[src/rtl/hack_cpu_core.sv]
// Hack-ISA CPU core: owns the A, D and PC registers, decodes each instruction
// and drives a combinational Hack ALU. One instruction per enabled clock edge.

module alu (
  input  logic [15:0] x,
  input  logic [15:0] y,
  input  logic        zx,
  input  logic        nx,
  input  logic        zy,
  input  logic        ny,
  input  logic        f,
  input  logic        no,
  output logic [15:0] out,
  output logic        zr,
  output logic        ng
);
  logic [15:0] w_x_z;
  logic [15:0] w_x_n;
  logic [15:0] w_y_z;
  logic [15:0] w_y_n;
  logic [15:0] w_res;

  assign w_x_z = zx ? 16'h0000 : x;
  assign w_x_n = nx ? ~w_x_z : w_x_z;
  assign w_y_z = zy ? 16'h0000 : y;
  assign w_y_n = ny ? ~w_y_z : w_y_z;
  assign w_res = f ? (w_x_n + w_y_n) : (w_x_n & w_y_n);
  assign out   = no ? ~w_res : w_res;
  assign zr    = (out == 16'h0000);
  assign ng    = out[15];
endmodule

module hack_cpu_core (
  input  logic        clk,
  input  logic        rst_n,
  input  logic        en,
  input  logic [15:0] instruction,
  input  logic [15:0] inM,
  output logic [15:0] outM,
  output logic        writeM,
  output logic [15:0] addressM,
  output logic [15:0] pc
);
  logic [15:0] r_a;
  logic [15:0] r_d;
  logic [15:0] r_pc;
  logic [15:0] w_y;
  logic [15:0] w_alu;
  logic        w_zr;
  logic        w_ng;
  logic        w_is_c;
  logic        w_jump;

  assign w_is_c = instruction[15];
  assign w_y    = instruction[12] ? inM : r_a;

  alu u_alu (
    .x  (r_d),
    .y  (w_y),
    .zx (instruction[11]),
    .nx (instruction[10]),
    .zy (instruction[9]),
    .ny (instruction[8]),
    .f  (instruction[7]),
    .no (instruction[6]),
    .out(w_alu),
    .zr (w_zr),
    .ng (w_ng)
  );

  assign w_jump = w_is_c & ((instruction[2] & w_ng) |
                            (instruction[1] & w_zr) |
                            (instruction[0] & ~w_ng & ~w_zr));

  assign outM     = w_alu;
  assign writeM   = rst_n & en & w_is_c & instruction[3];
  assign addressM = r_a;
  assign pc       = r_pc;

  // Architectural state; a jump targets the A value from before this edge.
  always_ff @(posedge clk or negedge rst_n) begin
    if (!rst_n) begin
      r_a  <= 16'h0000;
      r_d  <= 16'h0000;
      r_pc <= 16'h0000;
    end else if (en) begin
      r_pc <= w_jump ? r_a : (r_pc + 16'h0001);
      if (!w_is_c) begin
        r_a <= {1'b0, instruction[14:0]};
      end else if (instruction[5]) begin
        r_a <= w_alu;
      end else begin
        r_a <= r_a;
      end
      if (w_is_c && instruction[4]) begin
        r_d <= w_alu;
      end else begin
        r_d <= r_d;
      end
    end else begin
      r_a  <= r_a;
      r_d  <= r_d;
      r_pc <= r_pc;
    end
  end
endmodule

[config.mk]
export PLATFORM = sky130hd
export DESIGN_NAME = hack_cpu_core
export DESIGN_NICKNAME = d
export VERILOG_FILES = /design/src/rtl/hack_cpu_core.sv
export SDC_FILE = /design/constraint.sdc
export NUM_CORES = 1
export LEC_CHECK = 0
export BUFFER_PORTS_ARGS = -buffer_cell sky130_fd_sc_hd__buf_2
export CORE_ASPECT_RATIO = 1.1
export CORE_MARGIN = 4
export CORE_UTILIZATION = 40
export CTS_BUF_LIST = sky130_fd_sc_hd__clkbuf_4 sky130_fd_sc_hd__clkbuf_8
export CTS_CLUSTER_SIZE = 25
export DETAILED_ROUTE_END_ITERATION = 6
export PLACE_DENSITY_LB_ADDON = 0.3
export SKIP_CTS_REPAIR_TIMING = 1
export SLEW_MARGIN = 20
export SYNTH_ARGS = -nofsm -noshare
export SYNTH_HDL_FRONTEND = slang
export SYNTH_HIERARCHICAL = 1
export SYNTH_SLANG_ARGS = --single-unit
[constraint.sdc]
create_clock -name clk -period 7.5 [get_ports clk]
set_input_delay 1.875 -clock clk [delete_from_list [all_inputs] [get_ports clk]]
set_output_delay 1.875 -clock clk [all_outputs]
set_load 0.01 [all_outputs]
; ---- Yosys cells after proc, flatten, opt, wreduce, memory -nomap -nowiden
; Cells that the tools add are included.
[op_classes]
n_bitwise = 16
n_reduce_logical = 4
eq_ne = 1
n_addsub = 2
muxes = 10
[ops]
columns = cell, n
row1 = $mux 16, 10
row2 = $not 16->16, 3
row3 = $add 16x1->16 const B, 1
row4 = $add 16x16->16, 1
row5 = $and 16x16->16, 1
row6 = $logic_not 16->1, 1
row7 = $and 1x1->1, 8
row8 = $reduce_and 2->1, 2
row9 = $ne 2x2->1 const B, 1
row10 = $not 1->1, 2
row11 = $or 1x1->1, 2
row12 = $logic_and 1x1->1, 1
[word_totals]
wordCells = 36
output_inout_bits = 49
register_bits = 48
in_bits = 35

; ---- Longest topological paths before layout
; Gate-level depths: netlist of the first run.
[depth]
word_depth = 14
depth_mapped = 20
mapped_depth_nobuf = 17

; ---- Cells and area by module
; Netlist of the first run, hierarchy kept.
[by_module_without_submodules]
columns = mod, seq_area_each_um2, cells_per_inst, area_each_um2, instances
row1 = hack_cpu_core, 1201.2, 247, 2672.6, 1
row2 = alu, 0.0, 267, 1906.8, 1

; ---- Worst setup path after synthesis of the first run
; OpenSTA, ideal clock, no wires.
[synth_path]
path_type = input-to-output
startpoint = input port instruction[8]
endpoint = output port outM[14]
path_slack_ns = 0.604
arrival_time_ns = 5.021
t_required_ns = 5.625
path_buffers = 2
cell_stages = 12
path_cell_list = clkbuf_1 -> clkbuf_1 -> xnor2_1 -> ha_1 -> fa_1 -> a211oi_4 -> o21ai_0 -> a21oi_1 -> o311ai_0 -> or3_2 -> a31oi_1 -> xnor2_1
[synth_via]
elab_chain_len = 5
elab_cells_between_ends = 6
classes_between = 1 x add/sub / 3 x mux / 2 x bitwise
[synth_lines]
columns = item, line_no
row1 = "start, declared", 37  ; input logic [15:0] instruction,
row2 = $mux 16 *, 26  ; assign w_y_n = ny ? ~w_y_z : w_y_z;
row3 = $add 16x16->16 or $and 16x16->16 (tied branches), 27  ; assign w_res = f ? (w_x_n + w_y_n) : (w_x_n & w_y_n);
row4 = $mux 16 *, 27
row5 = $not 16->16, 28  ; assign out = no ? ~w_res : w_res;
row6 = $mux 16 *, 28
row7 = "end, declared", 39  ; output logic [15:0] outM,
; Every way passes the cells marked *; elsewhere a longest branch is shown, timed or not.

; ---- Worst setup path after layout of the first run
[layout_path]
startpoint = input port instruction[12]
endpoint = output port outM[14]
[layout_via]
elab_chain_len = 8
elab_cells_between_ends = 9
classes_between = 1 x add/sub / 5 x mux / 3 x bitwise
[layout_lines]
columns = item, line_no
row1 = $mux 16 *, 55  ; assign w_y = instruction[12] ? inM : r_a;
row2 = net w_y[0], 47  ; logic [15:0] w_y;
row3 = $mux 16 *, 25  ; assign w_y_z = zy ? 16'h0000 : y;
row4 = $not 16->16, 26
row5 = $mux 16 *, 26
row6 = $add 16x16->16 *, 27
row7 = $mux 16 *, 27
row8 = $not 16->16, 28
row9 = $mux 16 *, 28
; Mark *: on every way through the listed nets, which the timed path passes. The rest lies on a longest branch.

==> impl_metrics.yaml, run 1 <==
outcome:
  status: "completed"
sta:
  whs_ns: 0.514
  fin_setup_tns_ns: 0
  drv_slew: 0
  rsz0062_at_grt: "no"
  period_share_pct: 94.4
  finalHoldViolCount: 0
  relSlewSlack_pct: 36.3
  fmax_mhz: 141
  period_minus_slack_ns: 7.08
  setup_viol_count_final: 0
  skew_ns: 0.00647
  tightest_slew_ns: 0.955
  fin_ws_ns: 0.423
layout:
  drive_gt1_share_pct: 25.7
  nNetsFinal: 632
  area_growth_syn_to_layout_pct: 13.6
  n_antenna_cell: 0
  post-route-util_pct: 47.0
worst_setup_path:
  worstPathCellList: "buf_2, mux2_2, nand2b_1, xnor2_1, ha_1, fa_1, a211oi_4, o21ai_0, a21oi_1, o311ai_0, or3_2, a31oi_1, xnor2_1, buf_2"
  slowest_stage: "fa_1"
  worstRegToRegCells: 17
  start_kind: "input pin"
  critPathTopFamily: "compound AO/OA/AOI/OAI gates"
  critPathArrivalTime_ns: 5.20
  cp.required_ns: 5.62
  crit_type: "input pin to primary output"
  cp_num_cells: 14
  path_buf_inv: 2
  crit_path_max_fanout: 5
  slowest_delay_ns: 0.48
  worstSetupEndpointType: "primary output"
yosys:
  avgSynthCellArea_um2: 8.91
  synth_fp_nets: 567
  ys_async_sr_fraction_pct: 100
  synth_edf_count: 0
  synth_top_area_share_pct: 26.2
  syn-cell-area_um2: 4580
  synth_cell_types: 72
  ys_seq_area_share_pct: 26.2
  netlist_top_cells_count: "dfrtp_1, xnor2_1, nand2_1"
  synth_flop_cell: "dfrtp_1"
  synth_top_area_cell: "dfrtp_1"
  yosys-top-cells-area: "dfrtp_1, xnor2_1, mux2_2"
  synth_seq_cells: 48
  syn_inst: 514
  synth_warnings: 6
clock_network:
  cts-root-buf: "clkbuf_8"
  clk_pin_slew_ns: 0.10
  cts_tree: "built"
  insertion_delay_ns: 0.31
  cts_sinks: 48
  clk_path_buf_depth: 2
  h-tree-depth: 2
  numCtsBuffers: 5
route:
  dr_total_vias: 4093
  first_iter_violations: 303
  drt_wl_total_um: 12600
  viasPerCell: 5.63
  antenna_left: 0
  drc: 0
  wl_per_cell_um: 17.4
  firstDrtPassIters: 4
placement:
  dpl.hpwl_um: 9650
  place_ws_ns: 0.470
  place_congestion: 0.910
  io_buffers: 83
grt:
  grt_pass1_wl_um: 20400
  grt_pass1_vias: 4047
  grt_use_total_pct: 19.0
  grt_max_degree: 50
  antenna_found_initial: 0
  grt_remaining_overflow: 0
die:
  start_util_pct: 41.4
  rows: 40
  core-area_um2: 11100
  die-area_um2: 13200
  die_h_um: 120
  die_x_um: 110
  io_pins: 84
hold_path:
  holdPathStages: 1
  hold_class: "register to register"
job:
  cap_viol_max_count: 0
power_and_ir_drop:
  peakVddDrop_mv: 0.125
  cellPowerDensity_nw_per_um2: 346
  p_leak_nw: 2.21
[metrics by stage]
stage                     cell area [µm²]  std cells  total power [mW]
final                                5200        727              1.80
after global routing                 5200        727              1.94
after CTS                            5200        727              1.79
after detailed placement             5040        719              1.53
after global placement               5040        719              1.50
after floorplan                      4580        514              1.22
[metal layers]
layer  GRT usage [%]  vias to the layer above  share of wire, %
met1            24.6                     1958                45
met3            2.62                       15               5.1
li1                -                     2005                 -
met4            5.46                        0               1.5
met2            32.7                      115                48
met5               0                        -                 0
[kinds of logic (layout without fill, tap and decap cells)]
| group | count (synthesis) | count (layout) | synth area share [%] |
|---|---|---|---|
| XOR/XNOR | 50 | 50 | 9.56 |
| AO/OA/AOI/OAI | 121 | 121 | 18.3 |
| adder cells (fa/ha/maj) | 18 | 18 | 5.08 |
| AND/OR/NAND/NOR | 170 | 170 | 21.1 |
| buffers and inverters | 46 | 112 | 5.52 |
| multiplexers | 61 | 61 | 14.2 |
| flip-flops | 48 | 48 | 26.2 |
[flip-flops by register name, indices dropped and copies added (netlist names)]
register and count:
r_d 16, addressM 16, pc 16
[worst paths after layout]
kind                            slack [ns]            start        to
worst max-delay path                  0.42  instruction[12]  outM[14]
worst min-delay path                  0.51           r_d[1]    r_d[1]
worst max register to register        2.19      addressM[0]    pc[15]
worst min register to register        0.51           r_d[1]    r_d[1]
max in group asynchronous             5.39            rst_n    pc[10]
min in group asynchronous             1.67            rst_n     pc[2]
[placed cells by master (no fill, tap or decap), drive strengths merged, types with 7 or more instances in the layout]
cell / n
dfrtp: 48
o211ai: 7
nor2: 14
o21ai: 36
a21boi: 12
nand2b: 37
buf: 89
nand2: 44
mux2i: 29
a31oi: 9
a2bb2oi: 9
nand4: 8
mux2: 32
a21oi: 17
nor2b: 7
ha: 17
nand3: 20
xnor2: 48
nor3: 8
inv: 15
[power by group]
| group | switching, mW | leakage [nW] | total [mW] | internal, mW |
|---|---|---|---|---|
| registers | 0.105 | 0.565 | 0.472 | 0.367 |
| clock network | 0.0962 | 0.0784 | 0.263 | 0.167 |
| logic | 0.600 | 1.57 | 1.06 | 0.463 |
| total | 0.801 | 2.21 | 1.80 | 0.997 |
[layout make-up]
class / count / area, µm²
Clock buffer: 5 / 68.8
Clock inverter: 3 / 90.1
Fill cell: 1095 / 5860
Inverter: 15 / 56.3
Multi-Input combinational cell: 420 / 3130
Sequential cell: 48 / 1200
Tap cell: 147 / 184
Timing Repair Buffer: 89 / 473
Note: power is estimated with default switching activity, not from simulation.
==> run 2: changes to the inputs <==
--- a/config.mk
+++ b/config.mk
@@ -17,5 +17,4 @@
 export SLEW_MARGIN = 20
 export SYNTH_ARGS = -nofsm -noshare
 export SYNTH_HDL_FRONTEND = slang
-export SYNTH_HIERARCHICAL = 1
 export SYNTH_SLANG_ARGS = --single-unit
==> constraint.sdc (replaced) <==
create_clock -name clk -period 6.3 [get_ports clk]
set_input_delay 1.575 -clock clk [delete_from_list [all_inputs] [get_ports clk]]
set_output_delay 1.575 -clock clk [all_outputs]
set_load 0.01 [all_outputs]
==> run 2 against run 1 <==
  * Design area is 2.8% higher
  * Non-clock buffer count is 30 higher
  * First-iteration DRC count fell by 22%
  * Die area down 1.3%
  * Via count rose by 5.6%
  * Clock power down 10%
  * Cell count grew 6.9%
  * Register-to-register slack got worse by 0.74 ns
  * Count of clock-buffer cells in the layout up 1
  * Worst hold slack got worse by 0.021 ns
  * Critical path type unchanged
  * Critical endpoint is now outM[15]
  * Largest power group unchanged
==> impl_metrics.yaml, run 2 <==
outcome:
  status: "completed"
sta:
  finalHoldViolCount: 0
  period_minus_slack_ns: 6.15
  skew_ns: 0.00496
  tightest_slew_ns: 0.999
  period_share_pct: 97.7
  fin_setup_tns_ns: 0
  relSlewSlack_pct: 33.2
  whs_ns: 0.493
  fmax_mhz: 163
  drv_slew: 0
  setup_viol_count_final: 0
  rsz0062_at_grt: "yes"
worst_setup_path:
  path_buf_inv: 4
  worstSetupEndpointType: "primary output"
  critPathTopFamily: "compound AO/OA/AOI/OAI gates"
  critPathArrivalTime_ns: 4.58
  start_kind: "input pin"
  slowest_stage: "or4_1"
  rrSetupSlack_ns: 1.45
  cp.required_ns: 4.72
  slowest_delay_ns: 0.47
  cpMostUsedCell: "xor2_1"
  crit_path_max_fanout: 12
  worstPathCellList: "clkbuf_4, buf_12, mux2i_1, nor2_1, xor2_1, ha_1, a21o_1, a22oi_2, nor2b_2, a21oi_1, or4_1, a31oi_1, xor2_1, inv_1, buf_2"
  crit_type: "input pin to primary output"
yosys:
  avgSynthCellArea_um2: 8.33
  ys_async_sr_fraction_pct: 100
  synth_edf_count: 0
  netlist_top_cells_count: "dfrtp_1, nand2_1, mux2i_1"
  syn-cell-area_um2: 4520
  synth_top_area_share_pct: 26.6
  synth_flop_cell: "dfrtp_1"
  synth_seq_cells: 48
  yosys-top-cells-area: "dfrtp_1, mux2i_1, xor2_1"
  synth_fp_nets: 595
  synth.most_common_cell: "dfrtp_1"
  synth_warnings: 0
  synth_top_area_cell: "dfrtp_1"
  synth_cell_types: 58
  ys_seq_area_share_pct: 26.6
  syn_inst: 542
layout:
  seq_area_um2: 1200
  area_growth_syn_to_layout_pct: 18.4
  drive_gt1_share_pct: 23.2
  post-route-util_pct: 48.8
  final_common_cell: "buf_2"
  n_antenna_cell: 0
  fillers: 1062
  nNetsFinal: 682
  layout_common_cells: "buf_2, dfrtp_1, nand2_1"
  multi_input_area_um2: 3060
die:
  core-area_um2: 11000
  rows: 40
  die_x_um: 109
  start_util_pct: 41.2
  io_pins: 84
  die-area_um2: 13100
  die_h_um: 119
grt:
  grt_pass1_wl_um: 21600
  grt_use_met2_pct: 34.8
  busiest_layer: "met2"
  grt_util_met1_pct: 27.1
  grt_max_degree: 50
  grtUsageMet3_pct: 2.01
  antenna_found_initial: 0
  grt_use_total_pct: 20.3
  grt_pass1_vias: 4265
  grt_remaining_overflow: 0
placement:
  place_congestion: 0.845
  dpl.hpwl_um: 9960
  io_buffers: 83
clock_network:
  numCtsBuffers: 5
  cts_sinks: 48
  insertion_delay_ns: 0.31
  h-tree-depth: 2
  cts_tree: "built"
  clk_pin_slew_ns: 0.09
  clk_path_buf_depth: 2
  cts-root-buf: "clkbuf_8"
route:
  viasPerCell: 5.56
  first_iter_violations: 235
  dr_total_vias: 4322
  firstDrtPassIters: 5
  drc: 0
  wl_per_cell_um: 16.9
  antenna_left: 0
  drt_wl_total_um: 13100
power_and_ir_drop:
  p_leak_nw: 2.54
  cellPowerDensity_nw_per_um2: 384
  peakVddDrop_mv: 0.118
  p_total_mw: 2.05
job:
  cap_viol_max_count: 0
hold_path:
  hold_class: "register to register"
run 2: cell types whose count changed in the layout (fill, tap and decap cells not counted), sizes merged, moves of 9 or more:
cell     before  now
a32o          0   14
and3          1   18
o221ai        1   14
a2bb2oi       9    0
nor2         14   26
a21boi       12    0
buf          89  118
mux2         32   10
xor2          2   25
xnor2        48   24
run 2: metal layers:
layer	routed length, µm	share of wire [%]	vias up
met5	0	0	-
met4	191	1.5	0
met3	562	4.3	12
met2	6420	49	117
met1	5940	45	2055
li1	-	-	2138
run 2: area by class of cell:
class / count / share of cell area, %
repair buffers: 119 / 13.1
flip-flops and latches: 48 / 22.5
multi-input cells: 431 / 57.2
clock inverters: 2 / 0.655
well taps: 147 / 3.44
inverters: 24 / 1.68
clock buffers: 6 / 1.43
run 2: cells by family (layout without fill, tap and decap cells):
group / Yosys count / in the layout / share of synthesized area [%]
and+or+nand+nor: 195 / 195 / 23.0
xor gates and xnor gates: 49 / 49 / 9.50
buffers and inverters: 63 / 151 / 5.90
muxes: 43 / 43 / 9.81
AOI/OAI and AO/OA: 126 / 126 / 20.0
adders and majority gates: 18 / 18 / 5.15
DFF: 48 / 48 / 26.6
run 2: metrics by stage:
stage / cells / area [µm²] / setup WS, ns
after CTS: 774 / 5300 / 0.0215
after global routing: 777 / 5350 / -0.0852
after global placement: 766 / 5190 / 0.0970
after floorplan: 542 / 4520 / 0.0450
after detailed placement: 766 / 5190 / 0.0208
final: 777 / 5350 / 0.147
run 2: power by group:
group          total (mW)  internal [mW]  leakage, nW  switching, mW
registers           0.542          0.428        0.568          0.113
logic                1.27          0.579         1.92          0.695
clock network       0.236          0.122       0.0586          0.113
total                2.05           1.13         2.54          0.922
run 2: final timing paths:
path                                       from        to  cells past startpoint
min in group asynchronous                 rst_n     pc[0]                      2
worst min register to register           r_d[3]    r_d[3]                      2
worst max register to register      addressM[0]     pc[0]                     16
worst max-delay path            instruction[12]  outM[15]                     15
max in group asynchronous                 rst_n    pc[13]                      2
worst min-delay path                     r_d[3]    r_d[3]                      2
run 2: worst register-to-register path, delay by kind of cell (launching register included):
kind / cells / cell delay [ns]
flip-flops: 1 / 0.42
XOR/XNOR: 2 / 0.28
buffers and inverters: 1 / 0.18
multiplexers: 1 / 0.14
adder cells (fa/ha/maj): 2 / 0.71
AO/OA/AOI/OAI: 6 / 2.06
AND/OR/NAND/NOR: 4 / 0.93
